## src/rtl/vote_session_ctrl_if.sv

```systemverilog
`timescale 1ns/1ps
`default_nettype none
// ============================================================================
// Module      : vote_session_ctrl_if
// Description : Bus bundle for the three-voter session controller.
//               master : the voting front-end (drives start/vld/val)
//               slave  : vote_session_ctrl (drives ack/voted/busy/done/y/timeout)
// Signals     : start_i      1  session request
//               vld_i/val_i  3  per-voter vote strobe / value (1 = yes)
//               ack_o        3  one-cycle acknowledge per latched vote
//               voted_o      3  voters latched in current/last session
//               busy_o       1  voting window open
//               done_o       1  one-cycle result strobe
//               y_o          1  majority result
//               timeout_o    1  last session ended by window expiry
// Revision    : 1.0 - initial release
// ============================================================================
interface vote_session_ctrl_if;
  logic       start_i;
  logic [2:0] vld_i;
  logic [2:0] val_i;
  logic [2:0] ack_o;
  logic [2:0] voted_o;
  logic       busy_o;
  logic       done_o;
  logic       y_o;
  logic       timeout_o;

  modport master (
    output start_i, vld_i, val_i,
    input  ack_o, voted_o, busy_o, done_o, y_o, timeout_o
  );

  modport slave (
    input  start_i, vld_i, val_i,
    output ack_o, voted_o, busy_o, done_o, y_o, timeout_o
  );
endinterface
`default_nettype wire

```

## src/rtl/vote_session_ctrl.sv

```systemverilog
`timescale 1ns/1ps
`default_nettype none
// ============================================================================
// Module      : vote_session_ctrl
// Description : Three-voter majority session controller. IDLE -> VOTING on
//               start; each voter may vote once; RESULT (one cycle, done=1)
//               follows completion of all votes or, optionally, window expiry.
// Ports       : clk_i  - clock, rising edge
//               rst_i  - synchronous active-high reset
//               bus    - vote_session_ctrl_if.slave (see interface header)
// Parameters  : WINDOW_CYC - voting window in cycles (2..255), timer builds only
// Macro       : VOTE_TIMEOUT_EN - enables the voting-window timer; when
//               undefined VOTING waits for all three votes, timeout_o = 0
// Revision    : 1.0 - initial release
// ============================================================================
module vote_session_ctrl #(
  parameter int WINDOW_CYC = 16
) (
  input  wire logic           clk_i,
  input  wire logic           rst_i,
  vote_session_ctrl_if.slave  bus
);

  // Out-of-range window values stop elaboration on an unresolvable instance.
  if (WINDOW_CYC < 2 || WINDOW_CYC > 255) begin : g_bad_window_cyc
    illegal_window_cyc_parameter u_bad ();
  end

  typedef enum logic [1:0] {
    IDLE   = 2'd0,
    VOTING = 2'd1,
    RESULT = 2'd2
  } state_t;

  state_t     state_q, state_d;
  logic [2:0] voted_q, voted_d;
  logic [2:0] votes_q, votes_d;
  logic [2:0] ack_q, ack_d;
  logic       y_q, y_d;
  logic [2:0] new_votes;
  logic       expire;

  // First-time votes only; repeat strobes from already latched voters drop.
  assign new_votes = (state_q == VOTING) ? (bus.vld_i & ~voted_q) : 3'b000;

  function automatic logic majority(input logic [2:0] v);
    return (v[0] & v[1]) | (v[0] & v[2]) | (v[1] & v[2]);
  endfunction

`ifdef VOTE_TIMEOUT_EN
  localparam logic [7:0] CNT_LAST = 8'(WINDOW_CYC - 1);
  logic [7:0] cnt_q, cnt_d;
  logic       timeout_q, timeout_d;
  assign expire        = (cnt_q == CNT_LAST);
  assign bus.timeout_o = timeout_q;
`else
  assign expire        = 1'b0;
  assign bus.timeout_o = 1'b0;
`endif

  always_comb begin
    state_d   = state_q;
    voted_d   = voted_q;
    votes_d   = votes_q;
    ack_d     = 3'b000;
    y_d       = y_q;
`ifdef VOTE_TIMEOUT_EN
    cnt_d     = cnt_q;
    timeout_d = timeout_q;
`endif
    case (state_q)
      IDLE: begin
        if (bus.start_i) begin
          state_d   = VOTING;
          voted_d   = 3'b000;
          votes_d   = 3'b000;
          y_d       = 1'b0;
`ifdef VOTE_TIMEOUT_EN
          cnt_d     = 8'd0;
          timeout_d = 1'b0;
`endif
        end
      end
      VOTING: begin
        ack_d   = new_votes;
        voted_d = voted_q | new_votes;
        votes_d = votes_q | (bus.val_i & new_votes);
`ifdef VOTE_TIMEOUT_EN
        cnt_d   = cnt_q + 8'd1;
`endif
        if (voted_q == 3'b111 || expire) begin
          state_d = RESULT;
          // Uses the _d votes so a vote landing on the final cycle counts.
          y_d     = majority(votes_d);
`ifdef VOTE_TIMEOUT_EN
          // A last vote arriving on the expiry cycle completes the session.
          timeout_d = (voted_d != 3'b111);
`endif
        end
      end
      RESULT:  state_d = IDLE;
      default: state_d = IDLE;
    endcase
  end

  always_ff @(posedge clk_i) begin
    if (rst_i) begin
      state_q   <= IDLE;
      voted_q   <= 3'b000;
      votes_q   <= 3'b000;
      ack_q     <= 3'b000;
      y_q       <= 1'b0;
`ifdef VOTE_TIMEOUT_EN
      cnt_q     <= 8'd0;
      timeout_q <= 1'b0;
`endif
    end else begin
      state_q   <= state_d;
      voted_q   <= voted_d;
      votes_q   <= votes_d;
      ack_q     <= ack_d;
      y_q       <= y_d;
`ifdef VOTE_TIMEOUT_EN
      cnt_q     <= cnt_d;
      timeout_q <= timeout_d;
`endif
    end
  end

  assign bus.ack_o   = ack_q;
  assign bus.voted_o = voted_q;
  assign bus.busy_o  = (state_q == VOTING);
  assign bus.done_o  = (state_q == RESULT);
  assign bus.y_o     = y_q;

endmodule
`default_nettype wire

```

## src/flat_wrapper.sv

```systemverilog
// flat-port wrapper written by rule: the top's interface ports become plain ports
module vote_session_ctrl_flat 
#(
  parameter int WINDOW_CYC = 16
)
  (clk_i, rst_i, bus_start_i, bus_vld_i, bus_val_i, bus_ack_o, bus_voted_o, bus_busy_o, bus_done_o, bus_y_o, bus_timeout_o);
  vote_session_ctrl_if bus_i ();
  input  wire logic clk_i;
  input  wire logic rst_i;
  input wire logic [$bits(bus_i.start_i)-1:0] bus_start_i;
  input wire logic [$bits(bus_i.vld_i)-1:0] bus_vld_i;
  input wire logic [$bits(bus_i.val_i)-1:0] bus_val_i;
  output wire logic [$bits(bus_i.ack_o)-1:0] bus_ack_o;
  output wire logic [$bits(bus_i.voted_o)-1:0] bus_voted_o;
  output wire logic [$bits(bus_i.busy_o)-1:0] bus_busy_o;
  output wire logic [$bits(bus_i.done_o)-1:0] bus_done_o;
  output wire logic [$bits(bus_i.y_o)-1:0] bus_y_o;
  output wire logic [$bits(bus_i.timeout_o)-1:0] bus_timeout_o;
  assign bus_i.start_i = bus_start_i;
  assign bus_i.vld_i = bus_vld_i;
  assign bus_i.val_i = bus_val_i;
  assign bus_ack_o = bus_i.ack_o;
  assign bus_voted_o = bus_i.voted_o;
  assign bus_busy_o = bus_i.busy_o;
  assign bus_done_o = bus_i.done_o;
  assign bus_y_o = bus_i.y_o;
  assign bus_timeout_o = bus_i.timeout_o;
  vote_session_ctrl #(.WINDOW_CYC(WINDOW_CYC)) u_core (.clk_i(clk_i), .rst_i(rst_i), .bus(bus_i));
endmodule
```

## config.mk

```make
export PLATFORM = sky130hd
export DESIGN_NAME = vote_session_ctrl_flat
export DESIGN_NICKNAME = d
export VERILOG_FILES = /design/src/rtl/vote_session_ctrl_if.sv /design/src/rtl/vote_session_ctrl.sv /design/src/flat_wrapper.sv
export SDC_FILE = /design/constraint.sdc
export NUM_CORES = 1
export LEC_CHECK = 0
export CAP_MARGIN = 20
export CELL_PAD_IN_SITES_DETAIL_PLACEMENT = 1
export CELL_PAD_IN_SITES_GLOBAL_PLACEMENT = 1
export CORE_ASPECT_RATIO = 0.8
export CORE_UTILIZATION = 34
export DETAILED_ROUTE_END_ITERATION = 8
export GPL_ROUTABILITY_DRIVEN = 1
export GPL_TIMING_DRIVEN = 0
export PLACE_DENSITY = 0.87
export RECOVER_POWER = 50
export REMOVE_ABC_BUFFERS = 1
export SLEW_MARGIN = 10
export SYNTH_ARGS = -nofsm -noshare
export SYNTH_HDL_FRONTEND = slang
export SYNTH_SLANG_ARGS = --single-unit
```

## constraint.sdc

```tcl
create_clock -name clk_i -period 3.5 [get_ports clk_i]
set_clock_uncertainty 0.05 [all_clocks]
set_input_delay 0.7 -clock clk_i [delete_from_list [all_inputs] [get_ports clk_i]]
set_output_delay 0.7 -clock clk_i [all_outputs]
set_load 0.005 [all_outputs]
```

# ---- Yosys cells after proc, flatten, opt, wreduce, memory -nomap -nowiden
# Cells that the tools add are included.
dict set report word_totals {
  register_bits 12
  output_inout_bits 10
  word_cells 37
}
dict set report classes {
  n_eq_ne 5
  mux 10
  bitwise 11
  reduce_logical 6
}
# operator n
set ops {}
lappend ops {{case mux 3 bit (2 select lines)} 2}
lappend ops {{AND 3 bit} 2}
lappend ops {{2-to-1 mux 3 bit} 2}
lappend ops {{OR 3 bit} 2}
lappend ops {{2-to-1 mux 2 bit} 2}
lappend ops {{case mux 2 bit (2 select lines)} 1}
lappend ops {{AND reduction 2 bit} 2}
lappend ops {{AND 1 bit} 3}
lappend ops {{== test 3 bit (second input constant)} 1}
lappend ops {{inverter 3 bit} 1}
lappend ops {{AND reduction 3 bit} 1}
lappend ops {{== test 2 x 1 -> 1 bit (second input constant)} 1}
lappend ops {{== test 2 bit (second input constant)} 1}
lappend ops {{zero test 2 bit} 1}
lappend ops {{2-to-1 mux 1 bit} 2}
lappend ops {{!= test 2 x 1 -> 1 bit (second input constant)} 1}
lappend ops {{!= test 2 bit (second input constant)} 1}
lappend ops {{OR 1 bit} 2}
lappend ops {{case mux 1 bit (2 select lines)} 1}
lappend ops {{nonzero test 2 bit} 1}
lappend ops {{OR reduction 2 bit} 1}
lappend ops {{inverter 1 bit} 1}

# ---- Logic depth before layout (Yosys ltp)
dict set report depth {
  ltp_word 10
  depth_mapped 5
}

# ---- Least setup slack after synthesis
# No wires, ideal clock.
dict set report synth_path {
  path_type {input to register}
  start {input port bus_vld_i[0]}
  end {register u_core.y_q (netlist: u_core.bus.y_o)}
  setup_time_ps 129
  t_arrival_ps 1279
  slack_ps 2042
  stages 4
  n_path_buf 0
  path_cell_list {nor2b_1 > a31oi_1 > maj3_2 > o32ai_2}
}
dict set report synth_between {
  elab_chain_len 9
}
# item line_no
set synth_rtl {}
lappend synth_rtl {{from (decl)} flat_wrapper.sv:11} ;# input wire logic [$bits(bus_i.vld_i)-1:0] bus_vld_i;
lappend synth_rtl {{AND 3 bit (*)} vote_session_ctrl.sv:44} ;# assign new_votes = (state_q == VOTING) ? (bus.vld_i & ~voted_q) : 3'b000;
lappend synth_rtl {{2-to-1 mux 3 bit (*)} vote_session_ctrl.sv:44}
lappend synth_rtl {{AND 3 bit (*)} vote_session_ctrl.sv:87} ;# votes_d = votes_q | (bus.val_i & new_votes);
lappend synth_rtl {{OR 3 bit (*)} vote_session_ctrl.sv:87}
lappend synth_rtl {{AND 1 bit} vote_session_ctrl.sv:47} ;# return (v[0] & v[1]) | (v[0] & v[2]) | (v[1] & v[2]);
lappend synth_rtl {{OR 1 bit (*) (2 in series)} vote_session_ctrl.sv:47}
lappend synth_rtl {{2-to-1 mux 1 bit (*)} vote_session_ctrl.sv:91} ;# if (voted_q == 3'b111 || expire) begin
lappend synth_rtl {{case mux 1 bit (2 select lines) (*)} vote_session_ctrl.sv:71} ;# case (state_q)
lappend synth_rtl {{to (signal assigned)} vote_session_ctrl.sv:122} ;# y_q <= y_d;
lappend synth_rtl {{to (decl)} vote_session_ctrl.sv:39} ;# logic y_q, y_d;
# Mark *: on every way between the ends. The rest lies on a longest branch, timed or not. The select of a mux whose other input is x is not followed.
# A chain may end at the register's enable or synchronous reset.

# ---- Worst setup path after layout
dict set report layout_path {
  start {register u_core.state_q[0]}
  end {output port bus_busy_o}
}
dict set report layout_between {
  elab_chain_len 1
}
# item line_no
set layout_rtl {}
lappend layout_rtl {{from (decl)} vote_session_ctrl.sv:35} ;# state_t state_q, state_d;
lappend layout_rtl {{from (signal assigned)} vote_session_ctrl.sv:118} ;# state_q <= state_d;
lappend layout_rtl {{== test 2 x 1 -> 1 bit} vote_session_ctrl.sv:132} ;# assign bus.busy_o = (state_q == VOTING);
lappend layout_rtl {{to (decl)} flat_wrapper.sv:15} ;# output wire logic [$bits(bus_i.busy_o)-1:0] bus_busy_o;
# No other way between the ends.

==> metrics.txt <==
status=finished clean; die area=1800 um2; Adder-Cell Fraction of Synth Area=0.0202; sequential fraction of the synthesis area=0.431; routed vias=~480; post-CTS setup buffers=0; CP Capture Type=output port; post-synth top area share=0.431; Data required, critical path=about 2.8 ns; placed insts=93; initial antenna violation count=0; CTS Sinks=12; post-CTS sizing=0; power density cells=~360 nW/um2; Core ar.=about 1500 um2; RD Place Congestion=about 0.73; Clk Tree Root Cell=clkbuf_4; Synth Register Bits=12; Setup TNS=0 ns; Antenna diodes=0; final wirelength=approximately 1.3 mm; Num CTS Buffers=3; HP Class=flip-flop to flip-flop; final hold violations=0; Post-Syn Instances=57; Syn Std Cell Area=~560 um2; total of max-cap violations=0; YS warnings=0; I/O Buffers=17; Antenna Nets Post-Route=0; EDFF count, synth=0; CP max FO=8; Final Max Slew Viols=0; vias in the first global route=around 480; Final Non-Filler Cells=96; GRT overflow=0; fmax=around 0.45 GHz; Bufs and invs on worst path=2; Reg-to-Reg Start=u_core.state_q[1]; first-pass GRT wire length=between 2 and 2.5 mm; Peak VDD IR=0.000174 V; CTS max path bufs=2; Pwr Total=approximately 0.27 mW; H-tree depth=1; slowest stage delay, CP=~0.5 ns; Pre-Repair DR Iteration Count=4; syn avg cell area=a little under 10 um2; Crit Path Category=flip-flop to output port; CP Launch Type=flip-flop; period utilisation layout=0.635; Synth area leaders=dfxtp_1 43%, a41oi_4 9.9%, a21oi_1 4.5%; Worst-path clk slew=0.07 ns; # IOs=19; largest family of logic cells by synthesized area=compound AO/OA/AOI/OAI gates; Async SR Flop Fraction=0; post-synthesis mux area share=0; finished layout cell area=about 760 um2; cell with the most instances after synthesis=dfxtp_1; Worst Path Arrival=about 1.5 ns; Total GRT Usage=0.180; DP Worst Slack=roughly 1.4 ns; crit path cell chain=nand2b_4 > inv_6 > clkdlybuf4s50_1; DRC violations left=0; Final nets=86; XOR/XNOR Fraction of Synth Area=0; Top FF cell, synth=dfxtp_1; largest net degree at the start of global routing=10; complex-gate fraction of the synthesized area=0.261; crit path from=u_core.state_q[0]; Post-DP HPWL=1.02 mm; Initial Utilization=0.382; fraction of layout cells with a size suffix above 1=0.120; CTS tree=yes; min-delay src=u_core.bus.y_o; Synth cell types=24; number of core rows=12; CP delay by family, top=buffers and inverters; Vert. Die Dim=~38 um; cell taking the most area after synthesis=dfxtp_1; Worst Setup Slack, final=approximately 1.3 ns; CTS Hold Bufs=0; Tmin final=between 2 and 2.5 ns; Die Wd=roughly 47 um; final setup violation count=0; routed vias/inst=4.95; worst skew pair latency=about 0.27 ns; Slowest cell on crit path=dfxtp_1; Pleak=0.282 nW; Post-Synth Simple-Gate Area=0.218; 1st-iter DRT viols=3; RSZ-0062 raised after global routing=false; WL/cell=13.5 um; Commonest cells post-synth=12 x dfxtp_1, 5 x a21oi_1, 4 x inv_1, 4 x nor2_1, 4 x nor2b_1; area grow syn2layout=37.3%; Post-DP Area=742 um2
==> final timing paths <==
path	cells after the start	slack, ns	end
setup reg to reg	5	2.06	u_core.bus.y_o
hold / removal	2	0.45	u_core.bus.y_o
hold reg to reg	2	0.45	u_core.bus.y_o
setup / recovery	3	1.28	bus_busy_o
==> worst min-delay path, stage by stage (launching register included) <==
cell     delay, ns
dfxtp_1       0.32
inv_1         0.06
o32ai_2       0.08
==> cell usage in the layout, fill, tap and decap left out, types with 3 or more instances in the layout <==
| cell | synthesis | routed |
|---|---|---|
| nor2_1 | 4 | 4 |
| o21ai_0 | 3 | 3 |
| inv_1 | 4 | 4 |
| nor2b_1 | 4 | 4 |
| clkbuf_4 | 0 | 3 |
| a21oi_1 | 5 | 5 |
| nand2_1 | 3 | 3 |
| clkdlybuf4s50_1 | 0 | 15 |
| dfxtp_1 | 12 | 12 |
==> power by group <==
part | switching, mW | internal (mW) | total, mW
Combinational | 0.0189 | 0.0240 | 0.0429
Clock | 0.0434 | 0.0398 | 0.0833
Sequential | 0.00569 | 0.141 | 0.147
Total | 0.0680 | 0.205 | 0.273
==> layer usage <==
layer / global-route usage / up-vias / share of wire
li1: - / 233 / -
met5: 0 / - / 0
met3: 0.0708 / 2 / 0.050
met2: 0.291 / 16 / 0.47
met4: 0.0857 / 0 / 0.013
met1: 0.204 / 224 / 0.46
==> registers in the layout (all words and copies together) (netlist names) <==
signal              count
u_core.bus.voted_o      3
u_core.votes_q          3
u_core.bus.y_o          1
u_core.state_q          2
u_core.bus.ack_o        3
==> cells by family after synthesis <==
family,count (synthesis)
simple gates,21
compound gates,15
flops,12
buf+inv,7
fa+ha+maj,1
other cells,1
==> through the flow <==
step,utilization,hold slack [ns]
final,0.525,0.453
after global routing,0.525,0.478
after CTS,0.525,0.453
after detailed placement,0.509,0.443
after global placement,0.509,0.439
after floorplan,-,0.439
==> area by class of cell <==
type | instances | area (um2)
sequential | 12 | 240
clock buffer | 3 | 22.5
fill | 177 | 692
inverter | 5 | 23.8
timing repair buffer | 17 | 170
multi-input combinational | 38 | 282
tap | 21 | 26.3
Power figures use the tool's default switching activity.
